<file path="src/rtl/uart_transmission.sv">
// UART transmitter: sends one byte as an 11-bit frame (start, 8 data LSB first, even parity, stop).
// Each frame bit is held for 16 pulses of the 16x oversampling enable.
module uart_transmission (
   input  logic       clk,
   input  logic       reset,
   input  logic       Tx_EN,
   input  logic       Tx_WR,
   input  logic [7:0] Tx_DATA,
   input  logic       Tx_sample_ENABLE,
   output logic       TxD,
   output logic       Tx_BUSY,
   output logic       Tx_DONE
);

   localparam int unsigned FRAME_W = 11;
   localparam int unsigned CNT_W   = 4;
   localparam logic [CNT_W-1:0] LAST_SAMPLE = CNT_W'(15);
   localparam logic [CNT_W-1:0] LAST_BIT    = CNT_W'(10);

   typedef enum logic {IDLE, SEND} state_t;

   state_t             state;
   logic [FRAME_W-1:0] frame;
   logic [CNT_W-1:0]   sample_cnt;
   logic [CNT_W-1:0]   bit_idx;

   // frame[0] is always the bit currently on the line; the register shifts right per bit
   always_ff @(posedge clk or negedge reset) begin
      if (!reset) begin
         state      <= IDLE;
         frame      <= '1;
         sample_cnt <= '0;
         bit_idx    <= '0;
         TxD        <= 1'b1;
         Tx_BUSY    <= 1'b0;
         Tx_DONE    <= 1'b0;
      end else begin
         Tx_DONE <= 1'b0;
         case (state)
            IDLE: begin
               TxD     <= 1'b1;
               Tx_BUSY <= 1'b0;
               if (Tx_WR && Tx_EN) begin
                  frame      <= {1'b1, ^Tx_DATA, Tx_DATA, 1'b0};
                  sample_cnt <= '0;
                  bit_idx    <= '0;
                  TxD        <= 1'b0;
                  Tx_BUSY    <= 1'b1;
                  state      <= SEND;
               end
            end
            SEND: begin
               if (!Tx_EN) begin
                  state      <= IDLE;
                  frame      <= '1;
                  sample_cnt <= '0;
                  bit_idx    <= '0;
                  TxD        <= 1'b1;
                  Tx_BUSY    <= 1'b0;
               end else if (Tx_sample_ENABLE) begin
                  if (sample_cnt == LAST_SAMPLE) begin
                     sample_cnt <= '0;
                     if (bit_idx == LAST_BIT) begin
                        state   <= IDLE;
                        frame   <= '1;
                        bit_idx <= '0;
                        TxD     <= 1'b1;
                        Tx_BUSY <= 1'b0;
                        Tx_DONE <= 1'b1;
                     end else begin
                        bit_idx <= bit_idx + CNT_W'(1);
                        frame   <= {1'b1, frame[FRAME_W-1:1]};
                        TxD     <= frame[1];
                     end
                  end else begin
                     sample_cnt <= sample_cnt + CNT_W'(1);
                  end
               end
            end
            default: state <= IDLE;
         endcase
      end
   end

endmodule

</file>
<file path="config.mk">
export PLATFORM = sky130hd
export DESIGN_NAME = uart_transmission
export DESIGN_NICKNAME = d
export VERILOG_FILES = /design/src/rtl/uart_transmission.sv
export SDC_FILE = /design/constraint.sdc
export NUM_CORES = 1
export LEC_CHECK = 0
export ABC_AREA = 1
export BUFFER_PORTS_ARGS = -buffer_cell sky130_fd_sc_hd__buf_2
export CAP_MARGIN = 20
export CORE_MARGIN = 2
export CORE_UTILIZATION = 40
export CTS_CLUSTER_SIZE = 12
export DETAILED_ROUTE_END_ITERATION = 16
export PLACE_DENSITY = 0.71
export REMOVE_ABC_BUFFERS = 1
export SLEW_MARGIN = 20
export SYNTH_ARGS = -nofsm -noshare
export SYNTH_HDL_FRONTEND = slang
export SYNTH_SLANG_ARGS = --single-unit
export TNS_END_PERCENT = 10
</file>
<file path="constraint.sdc">
create_clock -name clk -period 1.3 [get_ports clk]
set_input_delay 0.26 -clock clk [delete_from_list [all_inputs] [get_ports clk]]
set_output_delay 0.26 -clock clk [all_outputs]
set_load 0.02 [all_outputs]
</file>
==> results.py <==
metrics = {
    "synth": {
        "syn_area_sq_um": 1240,
        "synth.avg_cell_area_sq_um": 7.74,
        "synth.distinct_cells": 30,
        "synth_edf_count": 0,
        "synth_cells": 160,
        "synth_top_flop_cell": "dfrtp_1",
        "synthTopCellsByArea": "dfrtp_1 (22%), dfstp_2 (21%), nand2_1 (14%), inv_1 (7.0%), o22ai_1 (4.5%)",
        "yosysWarningCount": 0,
        "ys_seq_area_share_pct": 43.4,
        "synthTopCellsByCount": "nand2_1 (45), inv_1 (23), nor2_1 (12), dfrtp_1 (11), dfstp_2 (10)",
        "synth_most_common_cell": "nand2_1",
        "synth_largest_area_cell": "dfrtp_1",
        "synth_seq_cells": 21,
        "ys_async_sr_fraction_pct": 100,
        "netlist.area_leader.share_pct": 22.2,
    },
    "finish": {
        "diodes": 0,
        "fill_cells": 287,
        "nets": 214,
        "syn2layout_area_growth_pct": 30.9,
        "drive_above_1_share_pct": 39.6,
        "stdcell_count": 230,
    },
    "routing": {
        "vias": 1124,
        "drt_drc_violations_left": 0,
        "drt-initial-drc-count": 33,
        "viasPerCell": 4.89,
        "antenna_left": 0,
        "wirelength_um": 2680,
        "wl_per_cell_um": 11.6,
        "firstDrtPassIters": 5,
    },
    "critical_path": {
        "endpoint_kind": "flop",
        "critPathBufInv": 1,
        "crit_path_start_kind": "flop",
        "path_delay_family": "flip-flops",
        "required_ns": 1.55,
        "r2r_cells": 7,
        "startpoint": "bit_idx[1]",
        "worst_path_max_delay_cell": "dfrtp_1",
        "path_depth": 7,
        "r2r-start": "bit_idx[1]",
        "worstSetupPathType": "flop to flop",
        "rrSetupSlack_ns": -0.02,
        "reg2reg_to": "frame[6]",
        "cp.arrival_ns": 1.57,
        "cp_common_cell": "nor2_4",
        "critical-path-max-stage-delay_ns": 0.43,
        "crit_end": "frame[6]",
        "crit_chain": "ha_4 -> nand2_4 -> nor2_4 -> nor2_4 -> clkinvlp_4 -> o22ai_1 -> o21ai_1",
        "crit_fanout": 5,
    },
    "clock_network": {
        "clk_latency_ns": 0.31,
        "cts.clk_slew.worst_paths_ns": 0.12,
        "cts_max_level": 1,
        "cts.sinks": 21,
        "cts_tree": "done",
        "clock-root-buffer": "clkbuf_4",
        "cts_made_buffers": 3,
        "clk_path_buf_depth": 2,
    },
    "global_route": {
        "grt_pass1_wl_um": 4350,
        "antenna_found_initial": 0,
        "overflow": 0,
        "grt_max_degree": 22,
        "grtUsageTotal_pct": 16.4,
        "grt_pass1_vias": 994,
    },
    "sta": {
        "max_freq_mhz": 758,
        "setup_violations": 5,
        "fin_skew_ns": 0.00896,
        "hold_viol_final": 0,
        "min_period_over_period_pct": 101,
        "worst_pin_slew_ns": 0.464,
        "slew_headroom_pct": 69.1,
        "slew_viol_final": 0,
        "rsz0062_at_grt": "true",
        "worst_hold_slack_ns": 0.256,
        "min_period_ns": 1.32,
        "worst_slack_ns": -0.0195,
    },
    "die": {
        "rows": 20,
        "dieWidth_um": 59.7,
        "core_sq_um": 3000,
        "die-height_um": 59.7,
        "die_area_sq_um": 3560,
        "start_util_pct": 41.3,
        "num_io_pins": 16,
    },
    "placed_design": {
        "dp_hpwl_um": 1770,
        "place_inst": 217,
        "portBuffers": 15,
        "place.gp.congestion": 0.762,
    },
    "worst_hold_path": {
        "hp-class": "primary input to flop",
        "hold_start": "Tx_DATA[4]",
    },
    "power_and_ir_drop": {
        "power.leakage_nw": 0.820,
        "total_power_mw": 2.48,
        "powerDensity_nw_per_um2": 1530,
        "irDropWorstVdd_uv": 641,
    },
    "run": {
        "drv_cap": 0,
    },
    "status": {
        "violations": "setup timing",
        "status": "finished with violations",
    },
}
## flip-flops by register name, indices dropped and copies added, names as in the netlist
register,count
frame,9
TxD,1
Tx_BUSY,1
Tx_DONE,1
bit_idx,4
state,1
sample_cnt,4
## stage by stage
| stage | cell area (sq um) | util, % | setup slack (ns) | TNS, ns |
|---|---|---|---|---|
| floorplan | 1210 | - | -0.0273 | -0.0273 |
| global placement | 1410 | 47.1 | -0.0857 | -0.303 |
| detailed placement | 1410 | 47.1 | -0.175 | -1.09 |
| CTS | 1580 | 52.5 | -0.0170 | -0.0276 |
| global route | 1620 | 54.0 | -0.0913 | -0.948 |
| finish | 1620 | 54.0 | -0.0195 | -0.0620 |
## repair_timing
| action | CTS | global route |
|---|---|---|
| hold buffers | 1 | 0 |
| gates cloned | 2 | 0 |
| endpoints found under the setup margin | 14 | 19 |
| pin swaps | 6 | 6 |
| resized for setup | 19 | 10 |
| buffers inserted | 5 | 1 |
| endpoints found under the hold margin | 11 | 0 |
## worst min-delay path: stages
cell     delay (ns)
buf_2          0.12
o22ai_2        0.13
o21ai_1        0.07
## cell usage in the layout (no fill, tap or decap), types with 2 or more instances in the layout
cell type,n
a21oi_1,4
buf_2,14
buf_4,17
buf_6,2
clkbuf_4,3
clkinv_2,2
dfrtp_1,10
dfstp_2,10
inv_1,21
inv_2,4
nand2_1,44
nand2_4,3
nand3_1,7
nand4_1,2
nor2_1,9
nor2_2,2
nor2_4,3
nor3_1,3
o21ai_0,2
o21ai_1,4
o21ai_2,5
o22ai_1,6
o22ai_2,3
xnor2_1,2
## worst min path at each step
stage                     slack, ns  cells past startpoint          to
final                          0.26                      3    frame[5]
after global routing           0.26                      3    frame[5]
after CTS                      0.26                      3    frame[5]
after detailed placement       0.24                      1  bit_idx[1]
after global placement         0.24                      1  bit_idx[1]
after floorplan               -0.04                      0     Tx_BUSY
## report_power, final
group | internal [mW] | switching (mW) | total, mW
sequential | 0.960 | 0.151 | 1.11
combinational | 0.483 | 0.568 | 1.05
clock | 0.115 | 0.204 | 0.319
total | 1.56 | 0.923 | 2.48
## metal layers
| layer | vias to the layer above | global-route usage [%] | share of wire, % |
|---|---|---|---|
| met2 | 13 | 25.9 | 51 |
| met5 | - | 0 | 0 |
| met3 | 4 | 1.95 | 1.7 |
| met1 | 521 | 22.6 | 46 |
| met4 | 0 | 6.67 | 1.4 |
| li1 | 586 | - | - |
## cell families (layout without fill, tap and decap cells)
family	count (synthesis)	count (layout)	share of synthesized area (%)
AND/OR/NAND/NOR	76	77	27.4
buffers and inverters	31	67	11.5
AO/OA/AOI/OAI	26	26	12.5
flip-flops	21	21	43.4
adder cells (fa/ha/maj)	3	3	3.03
XOR/XNOR	3	3	2.12
## layout make-up
type	instances	area (sq um)	share of cell area, %
clock inverters	1	5.00	0.309
inverters	28	116	7.18
clock buffers	3	22.5	1.39
multi-input cells	109	659	40.7
repair inverters	1	7.51	0.463
repair buffers	34	230	14.2
well taps	33	41.3	2.55
flip-flops and latches	21	539	33.3
Note: power is estimated with default switching activity, not from simulation.
